`src/rtl/_skid_buf_if.sv`:
```
// ---------------------------------------------------------------------------
// _skid_buf_if
//
// Purpose
//   Bundles the upstream (in_*) and downstream (out_*) valid/ready channels
//   of the two-entry skid buffer so they travel as one port.
//
// Parameters
//   n          data width in bits (default `WORD_LENGTH, which falls back
//              to 32 when the including build does not define it)
//
// Signals
//   in_valid   upstream presents a word on in_data
//   in_data    upstream word
//   in_ready   buffer can accept a word this cycle
//   out_valid  out_data holds a valid word
//   out_data   oldest buffered word
//   out_ready  downstream consumes out_data this cycle
//
// Modports
//   slave      the buffer's view (accepts in_*, produces out_*)
//   master     the surrounding logic's view (produces in_*, consumes out_*)
//
// Handshake rule (both channels): a word moves on a rising clock edge
// exactly when valid and ready are both 1 in the cycle before that edge.
// A producer that raises valid keeps its data stable until the transfer;
// ready may be 0 or 1 independently of valid and never waits for it.
// ---------------------------------------------------------------------------
`ifndef WORD_LENGTH
`define WORD_LENGTH 32
`endif

interface _skid_buf_if #(
  parameter int n = `WORD_LENGTH
);

  logic         in_valid;
  logic [n-1:0] in_data;
  logic         in_ready;
  logic         out_valid;
  logic [n-1:0] out_data;
  logic         out_ready;

  modport slave (
    input  in_valid,
    input  in_data,
    output in_ready,
    output out_valid,
    output out_data,
    input  out_ready
  );

  modport master (
    output in_valid,
    output in_data,
    input  in_ready,
    input  out_valid,
    input  out_data,
    output out_ready
  );

endinterface

```
`src/rtl/_skid_buf.sv`:
```
// ---------------------------------------------------------------------------
// _skid_buf
//
// Purpose
//   Two-entry skid buffer between a valid/ready producer and a consumer
//   (out_data feeds a downstream _mux2 input). Words leave in acceptance
//   order, one word per cycle is sustained when both sides are always
//   ready, and in_ready is a pure function of registered state, so there
//   is no combinational path from out_ready back to in_ready.
//
// Parameters
//   n          data width in bits (default `WORD_LENGTH)
//
// Ports
//   clk        single clock, all state updates on the rising edge
//   rst        synchronous, active-high reset
//   flush      discard every buffered word (only with SKID_BUF_FLUSH_EN)
//   bus        _skid_buf_if.slave: in_valid/in_data/in_ready and
//              out_valid/out_data/out_ready
//   dbg_state  current FSM state (0 EMPTY, 1 ONE, 2 FULL)
//
// Configuration
//   SKID_BUF_FLUSH_EN  when defined, adds the flush port and its logic.
//                      When undefined the port does not exist.
//
// Storage
//   main  holds the oldest word and drives out_data directly.
//   skid  catches the word accepted while main is still waiting for the
//         consumer; it is only meaningful in FULL.
//
// State  | words | in_ready | out_valid
//   EMPTY|   0   |    1     |    0
//   ONE  |   1   |    1     |    1
//   FULL |   2   |    0     |    1
// ---------------------------------------------------------------------------
`ifndef WORD_LENGTH
`define WORD_LENGTH 32
`endif

module _skid_buf #(
  parameter int n = `WORD_LENGTH
) (
  input  logic        clk,
  input  logic        rst,
`ifdef SKID_BUF_FLUSH_EN
  input  logic        flush,
`endif
  _skid_buf_if.slave  bus,
  output logic [1:0]  dbg_state
);

  typedef enum logic [1:0] {
    EMPTY = 2'd0,
    ONE   = 2'd1,
    FULL  = 2'd2
  } state_t;

  state_t       state;
  state_t       state_d;

  logic [n-1:0] main;
  logic [n-1:0] main_d;
  logic [n-1:0] skid;
  logic [n-1:0] skid_d;

  logic         in_rdy;
  logic         out_vld;
  logic         in_fire;
  logic         out_fire;
  logic         flush_req;

  // -------------------------------------------------------------------------
  // Flush request. Tied low when the feature is not built so the next-state
  // logic stays identical in both builds.
  // -------------------------------------------------------------------------
`ifdef SKID_BUF_FLUSH_EN
  assign flush_req = flush;
`else
  assign flush_req = 1'b0;
`endif

  // Transfers use the registered-state handshake signals only.
  assign in_fire  = bus.in_valid & in_rdy;
  assign out_fire = out_vld & bus.out_ready;

  // -------------------------------------------------------------------------
  // Process 1: state and data registers.
  // Reset clears both data registers as well as the state so the cycle
  // after reset presents out_data = 0.
  // -------------------------------------------------------------------------
  always_ff @(posedge clk) begin
    if (rst) begin
      state <= EMPTY;
      main  <= '0;
      skid  <= '0;
    end else begin
      state <= state_d;
      main  <= main_d;
      skid  <= skid_d;
    end
  end

  // -------------------------------------------------------------------------
  // Process 2: next state and next register contents.
  // Registers keep their value unless a transition below loads them, so
  // contents left over in EMPTY simply persist.
  // -------------------------------------------------------------------------
  always_comb begin
    state_d = state;
    main_d  = main;
    skid_d  = skid;

    unique case (state)
      EMPTY: begin
        if (in_fire) begin
          state_d = ONE;
          main_d  = bus.in_data;
        end
      end

      ONE: begin
        if (in_fire && out_fire) begin
          // Consumer takes main while the producer refills it: stay in ONE.
          main_d = bus.in_data;
        end else if (in_fire) begin
          // main is still owed to the consumer, so the new word skids.
          state_d = FULL;
          skid_d  = bus.in_data;
        end else if (out_fire) begin
          state_d = EMPTY;
        end
      end

      FULL: begin
        // in_ready is 0 here, so only the output side can move.
        if (out_fire) begin
          state_d = ONE;
          main_d  = skid;
        end
      end

      default: begin
        state_d = EMPTY;
      end
    endcase

    // Flush wins over any transfer in the same cycle; the data registers
    // keep whatever they held, only the occupancy is discarded.
    if (flush_req) begin
      state_d = EMPTY;
      main_d  = main;
      skid_d  = skid;
    end
  end

  // -------------------------------------------------------------------------
  // Process 3: outputs, decoded from registered state only.
  // -------------------------------------------------------------------------
  always_comb begin
    in_rdy  = 1'b1;
    out_vld = 1'b0;

    unique case (state)
      EMPTY: begin
        in_rdy  = 1'b1;
        out_vld = 1'b0;
      end
      ONE: begin
        in_rdy  = 1'b1;
        out_vld = 1'b1;
      end
      FULL: begin
        in_rdy  = 1'b0;
        out_vld = 1'b1;
      end
      default: begin
        in_rdy  = 1'b1;
        out_vld = 1'b0;
      end
    endcase
  end

  assign bus.in_ready  = in_rdy;
  assign bus.out_valid = out_vld;
  assign bus.out_data  = main;
  assign dbg_state     = state;

endmodule

```
`src/flat_wrapper.sv`:
```
// flat-port wrapper written by rule: the top's interface ports become plain ports
module _skid_buf_flat 
#(
  parameter int n = `WORD_LENGTH
)
  (clk, rst, dbg_state, bus_in_valid, bus_in_data, bus_in_ready, bus_out_valid, bus_out_data, bus_out_ready);
  _skid_buf_if #(.n(n)) bus_i ();
  input  logic clk;
  input  logic rst;
  output logic [1:0] dbg_state;
  input wire logic [$bits(bus_i.in_valid)-1:0] bus_in_valid;
  input wire logic [$bits(bus_i.in_data)-1:0] bus_in_data;
  output wire logic [$bits(bus_i.in_ready)-1:0] bus_in_ready;
  output wire logic [$bits(bus_i.out_valid)-1:0] bus_out_valid;
  output wire logic [$bits(bus_i.out_data)-1:0] bus_out_data;
  input wire logic [$bits(bus_i.out_ready)-1:0] bus_out_ready;
  assign bus_i.in_valid = bus_in_valid;
  assign bus_i.in_data = bus_in_data;
  assign bus_in_ready = bus_i.in_ready;
  assign bus_out_valid = bus_i.out_valid;
  assign bus_out_data = bus_i.out_data;
  assign bus_i.out_ready = bus_out_ready;
  _skid_buf #(.n(n)) u_core (.clk(clk), .rst(rst), .bus(bus_i), .dbg_state(dbg_state));
endmodule
```
`config.mk`:
```
export PLATFORM = sky130hd
export DESIGN_NAME = _skid_buf_flat
export DESIGN_NICKNAME = d
export VERILOG_FILES = /design/src/rtl/_skid_buf_if.sv /design/src/rtl/_skid_buf.sv /design/src/flat_wrapper.sv
export SDC_FILE = /design/constraint.sdc
export NUM_CORES = 1
export LEC_CHECK = 0
export ABC_AREA = 1
export CAP_MARGIN = 20
export CORE_ASPECT_RATIO = 1.4
export CORE_MARGIN = 3
export CORE_UTILIZATION = 46
export DETAILED_ROUTE_END_ITERATION = 6
export GPL_TIMING_DRIVEN = 0
export HOLD_SLACK_MARGIN = 0.06
export PLACE_DENSITY = 0.87
export SLEW_MARGIN = 15
export SYNTH_ARGS = -nofsm -noshare
export SYNTH_HDL_FRONTEND = slang
export SYNTH_SLANG_ARGS = --single-unit
```
`constraint.sdc`:
```
create_clock -name clk -period 1.7 [get_ports clk]
set_input_delay 0.51 -clock clk [delete_from_list [all_inputs] [get_ports clk]]
set_output_delay 0.51 -clock clk [all_outputs]
set_load 0.05 [all_outputs]
```
## Yosys cells after proc, flatten, opt, wreduce, memory -nomap -nowiden

Index checks and enable logic that the tools add are counted.

| storage, ports and cells | value |
|---|---|
| flip-flop bits (word level) | 66 |
| bits in latches | 0 |
| RAM bits | 0 |
| memory bits (read-only) | 0 |
| output and inout bits | 36 |
| word-level logic and storage cells | 32 |
| memories kept | 0 |

| cells by class | value |
|---|---|
| add/subtract/negate cells | 0 |
| $mul | 0 |
| div/mod/pow operators | 0 |
| order comparisons | 0 |
| equal/unequal tests | 7 |
| shift-type cells | 0 |
| mux-type cells | 12 |
| bitwise gates (word level) | 3 |
| reductions and logical operators | 7 |

Operator list:

| operator | count |
|---|---|
| two-way mux 32 bit | 3 |
| one-hot mux 32 bit (3 select lines) | 1 |
| two-way mux 2 bit | 5 |
| AND reduction 4 bit | 2 |
| != test 2 x 1 -> 1 bit, second input constant | 3 |
| one-hot mux 2 bit (3 select lines) | 1 |
| != test 3 x 1 -> 1 bit, second input constant | 1 |
| AND reduction 3 bit | 1 |
| nonzero test 3 bit | 1 |
| bitwise AND 1 bit | 2 |
| equality test 2 x 1 -> 1 bit, second input constant | 1 |
| equality test 2 bit, second input constant | 1 |
| zero test 2 bit | 1 |
| two-way mux 1 bit | 2 |
| != test 2 bit, second input constant | 1 |
| OR reduction 2 bit | 1 |
| logical AND 1 bit | 1 |
| NOT 1 bit | 1 |

## Longest topological paths before layout

Gate-level depths: netlist (run 1).

| logic depth | value |
|---|---|
| depth after elaboration | 8 |
| mapped depth | 11 |
| mapped depth without buffers | 10 |

## Worst setup path after synthesis (run 1)

OpenSTA, ideal clock, no wires.

| timing path | value |
|---|---|
| kind | reg-to-reg |
| from | reg u_core.state[0] (netlist: u_core.dbg_state[0]) |
| to | reg u_core.main[0] (netlist: u_core.bus.out_data[0]) |
| setup time | 110 ps |
| arrival | 2322 ps |
| setup slack | -732 ps |
| stages on the path, launching flop included | 11 |
| cell sequence | dfxtp_1 -> inv_1 -> ha_1 -> nand2_1 -> inv_1 -> nand2_1 -> nand2_1 -> buf_2 -> nand4_1 -> nand2_1 -> nor2_1 |

| on the way | value |
|---|---|
| longest elaborated chain between the ends | 7 |

Ends and longest elaborated chain:

| what | RTL line | text |
|---|---|---|
| start, declared | _skid_buf.sv:58 | `state_t state;` |
| start signal, assigned | _skid_buf.sv:97 | `state <= state_d;` |
| equality test 2 x 1 -> 1 bit / equality test 2 bit (equally long branches) | _skid_buf.sv:163 | `unique case (state)` |
| OR reduction 2 bit (no source line) (*) | n/a |  |
| two-way mux 1 bit (*) | _skid_buf.sv:163 |  |
| net bus_out_valid | flat_wrapper.sv:14 | `output wire logic [$bits(bus_i.out_valid)-1:0] bus_out_valid;` |
| bitwise AND 1 bit (*) | _skid_buf.sv:84 | `assign out_fire = out_vld & bus.out_ready;` |
| logical AND 1 bit | _skid_buf.sv:122 | `if (in_fire && out_fire) begin` |
| != test 2 x 1 -> 1 bit (no source line) | n/a |  |
| AND reduction 4 bit (no source line) (*) | n/a |  |
| end signal, assigned | _skid_buf.sv:98 | `main <= main_d;` |
| end, declared | _skid_buf.sv:61 | `logic [n-1:0] main;` |

The timed path passes the listed nets; every way through them passes the cells marked *.
A chain may end at the register's enable or synchronous reset.

## Worst setup path after layout (run 1)

| timing path | value |
|---|---|
| from | reg u_core.state[0] (netlist: u_core.dbg_state[0]) |
| to | reg u_core.main[14] (netlist: u_core.bus.out_data[14]) |

| on the way | value |
|---|---|
| longest elaborated chain between the ends | 7 |

Ends and longest elaborated chain:

| what | RTL line |
|---|---|
| equality test 2 x 1 -> 1 bit / equality test 2 bit (equally long branches) | _skid_buf.sv:113, _skid_buf.sv:163 |
| OR reduction 2 bit (no source line) | n/a |
| two-way mux 1 bit | _skid_buf.sv:163 |
| bitwise AND 1 bit | _skid_buf.sv:84 |
| logical AND 1 bit | _skid_buf.sv:122 |
| != test 2 x 1 -> 1 bit (no source line) | n/a |
| AND reduction 4 bit (no source line) | n/a |

Parallel ways exist; a longest one is shown, timed or not.

==> impl_metrics.ini, run 1 <==
[run_status]
status = finished with violations
violations = setup timing

[sta]
slew_violations = 0
final-hold-violation-count = 0
max_freq_mhz = 569
tightest_slew_ps = 450
fin_worst_skew_ps = 4.98
setup_violations = 32
setup_tns_ps = -1250
rsz0062_at_grt = yes
fin_crit_sh = 1.03
hold_slack_ps = 445
slew_headroom = 0.700
worst_slack_ps = -57.5
post-route-min-period_ps = 1760

[layout]
layout_commonest_cell = nand2_1
drive_gt1_frac = 0.273
final_core_util = 0.674
nNetsFinal = 663
final_cell_mix = nand2_1 (108), inv_1 (78), dfxtp_1 (64), nand4_1 (33), clkdlybuf4s50_1 (33)
diodes = 0
area_delta_synth_final_pct = 40.5
layoutNonFillerInstCount = 721

[clock_tree]
numCtsBuffers = 9
cts_tree = done
cts_sinks = 66
cts_hold_buf = 0
path_clk_slew_ps = 70
insertion_delay_ps = 350
clk_path_buf_depth = 2
cts_root_buf = clkbuf_8
htree_levels = 3

[job]
cap_violations = 0

[power]
power_mw = 8.51
power_density_nw_per_um2 = 1790
peakVddDrop_mv = 1.01
p_leak_nw = 2.18

[worst_hold_path]
hold_path_class = reg2reg
min-delay-start = u_core.skid[17]
holdPathStages = 2

[yosys]
syn_inst = 523
synth.distinct_cells = 18
yosys_warnings = 0
synth_fa_ha_area_frac = 0.0184
synth_seq_cells = 66
synth.area.mux_share = 0
syn_area_um2 = 3390
synth_top_family_by_area = simple AND/OR/NAND/NOR gates
syn-num-nets = 564
synth_compound_area_frac = 0.101
synth_xor_area_frac = 0
synthSimpleGateAreaFrac = 0.330
seq_area_frac_synth = 0.389
avgSynthCellArea_um2 = 6.49

[floorplanning]
initial_core_util = 0.480
die_height_um = 108
io_pins = 72
rows = 36
die_area_um2 = 8460
fp.dieW_um = 78.6
core_area_um2 = 7070

[drt]
routed_wl_um = 8860
route.detailed.drc = 0
ant_nets = 0
drtPass1Iterations = 4
num_vias = 3395
vias_per_cell = 4.71
drtIter0Drc = 170
wire_per_inst_um = 12.3

[critical_path]
cp.required_ps = 2000
critPathCaptureType = register
cp_slowest_stage_delay_ps = 380
path_cells = inv_6 > ha_4 > buf_8 > inv_8 > nand2_4 > a21oi_4 > nand3_4 > buf_6 > nand2_2 > inv_2 > nor2_2
crit_start = u_core.dbg_state[0]
cp_slowest_cell = dfxtp_4
crit_type = reg2reg
rr_worst_depth = 11
crit_fanout = 8
r2r_start = u_core.dbg_state[0]
arrival_ps = 2050
regToRegSetupSlack_ps = -60
critPathLaunchType = register

[placement]
placedCellCount = 689
place_congestion = 0.875
io_buffers = 71
hpwl_um = 6050

[global_route]
grt_max_degree = 11
antenna_found_initial = 0
grt_pass1_vias = 3150
gr-total-overflow = 0
grtUsageTotal = 0.212
grt_first_pass_wirelength_um = 14100
-- layer usage --
| layer | track usage | part of all wire | vias to the layer above | wire length (um) |
|---|---|---|---|---|
| met4 | 0.0788 | 0.019 | 0 | 170 |
| li1 | - | - | 1789 | - |
| met5 | 0 | 0 | - | 0 |
| met3 | 0.0486 | 0.046 | 13 | 406 |
| met1 | 0.226 | 0.39 | 1518 | 3440 |
| met2 | 0.398 | 0.55 | 75 | 4850 |
-- cell type report --
type / instances / area (um2)
plain buffers: 32 / 204
clock buffers: 12 / 155
fillers: 632 / 2300
flip-flops and latches: 66 / 1330
multi-input cells: 320 / 1700
clock inverters: 3 / 15.0
repair buffers: 88 / 831
inverters: 105 / 413
well taps: 95 / 119
-- sequential cells by signal, indices dropped and copies added, names as in the netlist --
signal and flops:
u_core.dbg_state 2, u_core.bus.out_data 32, u_core.skid 32
-- power breakdown --
part / leakage (nW) / switching, mW / internal, mW
combinational: 1.54 / 3.20 / 1.82
sequential: 0.544 / 0.262 / 2.05
clock: 0.0920 / 0.586 / 0.593
-- repair_timing --
action / in CTS / in global routing
pin swaps: 2 / 41
gates cloned: 1 / 2
setup buffers: 9 / 5
gates resized for setup: 125 / 99
endpoints found under the setup margin: 99 / 77
-- worst max-delay path, delay by kind of cell, from the launching register on --
| family | cells | cell delay (ps) |
|---|---|---|
| AOI/OAI and AO/OA | 1 | 280 |
| adders and majority gates | 1 | 150 |
| buffers and inverters | 5 | 470 |
| DFF | 1 | 380 |
| and+or+nand+nor | 4 | 420 |
-- path summary, 6_finish.rpt --
path | end
max | u_core.bus.out_data[14]
min | u_core.skid[17]
max reg2reg | u_core.bus.out_data[14]
min reg2reg | u_core.skid[17]
-- metrics by stage --
stage / cell area [um2] / setup slack [ps]
6_report: 4770 / -57.5
5_1_grt: 4770 / -158
4_1_cts: 4610 / -50.2
3_5_place_dp: 4290 / -539
3_3_place_gp: 4290 / -482
2_1_floorplan: 3460 / 0.240
-- synthesized netlist by cell type (all sizes together) --
| master | count | area (um2) |
|---|---|---|
| nand3 | 6 | 42.5 |
| nand4 | 33 | 206 |
| clkbuf | 21 | 78.8 |
| o21ai | 33 | 165 |
| inv | 103 | 387 |
| ha | 5 | 62.6 |
| nor2 | 39 | 149 |
| dfxtp | 66 | 1320 |
| clkinv | 2 | 8.75 |
| buf | 11 | 73.8 |
| a21oi | 33 | 176 |
| and2 | 32 | 200 |
| nand2 | 139 | 522 |
-- cell families after synthesis --
kind of cell / Yosys count
fa+ha+maj: 5
compound gates: 66
simple gates: 249
buf+inv: 137
flops: 66
No activity file was read; power rests on OpenSTA's default activity.
==> run 2, diff against run 1 <==
CORE_UTILIZATION = 48   (was 46)
CTS_BUF_LIST = sky130_fd_sc_hd__clkbuf_8   (was default)
PLACE_DENSITY = 0.9   (was 0.87)
==> run 2 against run 1 <==
  * The run still ends with setup timing left
  * Sequential cell count stayed put
  * Worst setup slack worse by 0.54 ps
  * Cell count is 0.42% lower
  * Critical path type is now reg2out
  * Largest power group unchanged
  * Highest routed layer unchanged
==> impl_metrics.ini, run 2 (synthesized netlist as in run 1, its figures left out) <==
[run_status]
status = finished with violations
violations = setup timing

[sta]
fin_crit_sh = 1.03
fin_worst_skew_ps = 6.73
hold_slack_ps = 445
max_freq_mhz = 569
tightest_slew_ps = 472
setup_violations = 15
setup_tns_ps = -229
post-route-min-period_ps = 1760
worst_slack_ps = -58.1
rsz0062_at_grt = yes
slew_headroom = 0.685
slew_violations = 0
final-hold-violation-count = 0

[clock_tree]
htree_levels = 3
path_clk_slew_ps = 70
numCtsBuffers = 9
cts_root_buf = clkbuf_8
cts_sinks = 66
clk_path_buf_depth = 2
cts_tree = done
cts_hold_buf = 0
insertion_delay_ps = 360

[critical_path]
cp.required_ps = 1190
crit_type = reg2out
critPathCaptureType = primary output
regToRegSetupSlack_ps = -30
reg2reg_to = u_core.bus.out_data[22]
critPathLaunchType = register
crit_fanout = 5
r2r_start = u_core.dbg_state[0]
rr_worst_depth = 12
critPathCapture = bus_out_valid
crit_start = u_core.dbg_state[1]
arrival_ps = 1250

[drt]
routed_wl_um = 9330
drtPass1Iterations = 5
vias_per_cell = 4.98
wire_per_inst_um = 13.0
top_layer = met4
num_vias = 3577
wirelength_met1_um = 3580
ant_nets = 0
drtIter0Drc = 164
met3_wirelength_um = 489
route.detailed.drc = 0
wl_met2_um = 4940

[placement]
hpwl_um = 6100
placedCellCount = 686
post-place-ws_ps = -544
io_buffers = 71
place_congestion = 0.883

[job]
cap_violations = 0

[power]
power_density_nw_per_um2 = 1860
peakVddDrop_mv = 1.29
switching_power_mw = 4.15
pwr-share-clk = 0.175
p_int_mw = 4.85
pwr-share-comb = 0.568
p_sw_frac = 0.461
pwr-share-seq = 0.258
p_leak_nw = 2.22

[layout]
nNetsFinal = 662
drive_gt1_frac = 0.259
diodes = 0
layoutNonFillerInstCount = 718
layout_commonest_cell = nand2_1
final_cell_mix = nand2_1 (109), inv_1 (84), dfxtp_1 (64), clkdlybuf4s50_1 (34)
area_delta_synth_final_pct = 42.6

[floorplanning]
io_pins = 72
fp.dieW_um = 77.1
initial_core_util = 0.503
die_area_um2 = 8130
core_area_um2 = 6740
die_height_um = 105
rows = 35

[global_route]
gr-total-overflow = 0
grt_max_degree = 12
grt_first_pass_wirelength_um = 15000
grt_pass1_vias = 3361
grtUsageTotal = 0.230
antenna_found_initial = 0

[worst_hold_path]
hold_path_class = reg2reg
min-delay-start = u_core.skid[20]
run 2: changes by cell type in the layout (fill, tap and decap cells not counted), sizes merged:
cell / delta
bufinv: +2
clkbuf: +2
clkdlybuf4s15: -3
clkdlybuf4s50: +1
clkinv: -3
clkinvlp: +1
dlymetal6s2s: -1
inv: +1
run 2: per-layer routing:
| metal | up-vias | track usage |
|---|---|---|
| met2 | 134 | 0.421 |
| met3 | 33 | 0.0607 |
| li1 | 1788 | - |
| met1 | 1622 | 0.238 |
| met5 | - | 0 |
| met4 | 0 | 0.117 |
run 2: worst min path at each step:
stage | to | cells past startpoint
after CTS | u_core.skid[20] | 2
after global routing | u_core.skid[25] | 2
after floorplan | u_core.skid[15] | 2
after detailed placement | u_core.skid[11] | 2
after global placement | u_core.skid[6] | 2
final | u_core.skid[20] | 2
run 2: final cells by class:
class                           count  area (um2)
Buffer                             31         195
Inverter                          105         417
Multi-Input combinational cell    320        1710
Timing Repair Buffer               88         840
Fill cell                         550        1910
Sequential cell                    66        1330
Tap cell                           92         115
Clock inverter                      4        71.3
Clock buffer                       12         165
run 2: critical path: stages, from the launching register on:
cell	delay, ps
dfxtp_4	410
inv_4	60
ha_4	280
buf_8	140
run 2: metrics by stage:
step / cell area, um2 / utilization / power (mW)
2_1_floorplan: 3460 / - / 5.51
3_3_place_gp: 4290 / 0.636 / 6.55
3_5_place_dp: 4290 / 0.636 / 6.69
4_1_cts: 4700 / 0.697 / 8.48
5_1_grt: 4840 / 0.717 / 9.56
6_report: 4840 / 0.717 / 9.00
run 2: what timing repair did:
item / in CTS / in global routing
setup endpoints to repair: 102 / 78
gates cloned: 2 / 1
gates resized for setup: 127 / 94
pin swaps: 4 / 35
setup buffers: 10 / 4
run 2: power groups by stage:
| stage | combinational (mW) | sequential, mW | clock, mW |
|---|---|---|---|
| floorplan | 2.19 | 3.32 | 0 |
| global placement | 4.24 | 2.31 | 0 |
| detailed placement | 4.35 | 2.34 | 0 |
| CTS | 4.60 | 2.31 | 1.57 |
| global route | 5.53 | 2.38 | 1.65 |
| finish | 5.11 | 2.32 | 1.57 |
==> run 3, diff against run 2 <==
CORE_UTILIZATION = 45   (was 48)
PLACE_DENSITY = 0.86   (was 0.9)
==> run 3 against run 2 <==
  * The run still ends with setup timing left
  * Combinational power is 2% higher
  * Critical path type unchanged
  * Register-to-register slack gained 20 ps
  * Sequential power about the same
  * Global-route usage shrank 1.7 points
  * Critical endpoint unchanged
  * Power grew 1.2%
  * Sequential cell count unchanged
==> impl_metrics.ini, run 3 (synthesized netlist as in run 1, its figures left out) <==
[run_status]
status = finished with violations
violations = setup timing

[clock_tree]
cts_sinks = 66
htree_levels = 3
cts_hold_buf = 0
insertion_delay_ps = 350
numCtsBuffers = 9
cts_tree = done
clk_path_buf_depth = 2
cts_root_buf = clkbuf_8
path_clk_slew_ps = 70

[placement]
place_congestion = 0.859
hpwl_um = 5970
post-place-ws_ps = -549
placed_area_um2 = 4290
io_buffers = 71

[power]
power_density_nw_per_um2 = 1870
pwr-share-seq = 0.255
pwr-share-clk = 0.171
pwr-share-comb = 0.574
switching_power_mw = 4.22
p_leak_nw = 2.23
p_sw_frac = 0.463
p_int_mw = 4.88
peakVddDrop_mv = 0.975

[layout]
fin_area_um2 = 4860
final_cell_mix = nand2_1 (106), inv_1 (75), dfxtp_1 (64), nand4_1 (33), clkdlybuf4s50_1 (33)
layout_commonest_cell = nand2_1
area_delta_synth_final_pct = 43.1
final_core_util = 0.678
diodes = 0
nNetsFinal = 660
num-fill-cells = 591
drive_gt1_frac = 0.290

[worst_hold_path]
hold_path_class = reg2reg

[global_route]
grt_pass1_vias = 3121
gr-total-overflow = 0
grtUsageTotal = 0.213
grt_max_degree = 12
grt_first_pass_wirelength_um = 14600
antenna_found_initial = 0

[critical_path]
arrival_ps = 1230
critPathCaptureType = primary output
cp.required_ps = 1190
crit_type = reg2out
crit_fanout = 5
critPathLaunchType = register

[sta]
fin_crit_sh = 1.02
worst_slack_ps = -41.2
fin_worst_skew_ps = 8.64
max_freq_mhz = 574
post-route-min-period_ps = 1740
rsz0062_at_grt = yes
setup_violations = 2
setup_tns_ps = -55.4
slew_headroom = 0.698
hold_slack_ps = 447
final-hold-violation-count = 0
tightest_slew_ps = 453
slew_violations = 0

[floorplanning]
io_pins = 72
core_area_um2 = 7160
die_height_um = 109
fp.dieW_um = 79.4
initial_core_util = 0.474
die_area_um2 = 8630
rows = 36

[drt]
drtPass1Iterations = 5
route.detailed.drc = 0
wire_per_inst_um = 12.7
routed_wl_um = 9110
vias_per_cell = 4.85
num_vias = 3488
drtIter0Drc = 224
ant_nets = 0

[job]
cap_violations = 0
[run 3: cell types whose count changed in the layout (fill, tap and decap cells not counted), sizes merged]
cell,change
clkbuf,+2
clkdlybuf4s15,-4
clkdlybuf4s50,-1
dlygate4sd2,+1
[run 3: path summary, 6_finish.rpt]
| path | start | slack, ps | endpoint | cells after the start |
|---|---|---|---|---|
| min | u_core.skid[12] | 450 | u_core.skid[12] | 2 |
| max reg2reg | u_core.dbg_state[1] | -10 | u_core.bus.out_data[24] | 11 |
| min reg2reg | u_core.skid[12] | 450 | u_core.skid[12] | 2 |
| max | u_core.dbg_state[1] | -40 | bus_out_valid | 3 |
[run 3: timing repair]
action	4_1_cts	5_1_grt
setup endpoints to repair	100	82
cloned	3	0
buffers inserted	10	4
gates resized for setup	129	123
pin swaps	6	33
[run 3: area by class of cell]
class | instances | area (um2) | area share
Buffer | 29 | 180 | 0.0371
Clock buffer | 12 | 165 | 0.0340
Clock inverter | 4 | 71.3 | 0.0147
Inverter | 105 | 417 | 0.0858
Multi-Input combinational cell | 320 | 1770 | 0.365
Sequential cell | 66 | 1330 | 0.274
Tap cell | 95 | 119 | 0.0245
Timing Repair Buffer | 88 | 803 | 0.165
[run 3: per-stage QoR]
stage	power, mW	std cells
6_report	9.10	719
5_1_grt	9.69	719
4_1_cts	8.51	718
3_5_place_dp	6.66	689
3_3_place_gp	6.56	689
2_1_floorplan	5.51	523
[run 3: power groups by stage]
| stage | Sequential, mW | Clock (mW) | Combinational [mW] |
|---|---|---|---|
| 2_1_floorplan | 3.32 | 0 | 2.19 |
| 3_3_place_gp | 2.31 | 0 | 4.25 |
| 3_5_place_dp | 2.34 | 0 | 4.33 |
| 4_1_cts | 2.31 | 1.58 | 4.63 |
| 5_1_grt | 2.38 | 1.64 | 5.67 |
| 6_report | 2.32 | 1.56 | 5.22 |
[run 3: critical path: stages, from the launching register on]
cell,delay [ps]
dfxtp_4,400
inv_4,50
ha_4,280
buf_8,140
[run 3: layer usage]
metal,up-vias,track usage,share of wire
met3,20,0.0479,0.057
met5,-,0,0
met1,1557,0.245,0.40
met2,126,0.383,0.53
met4,0,0.0749,0.019
li1,1785,-,-
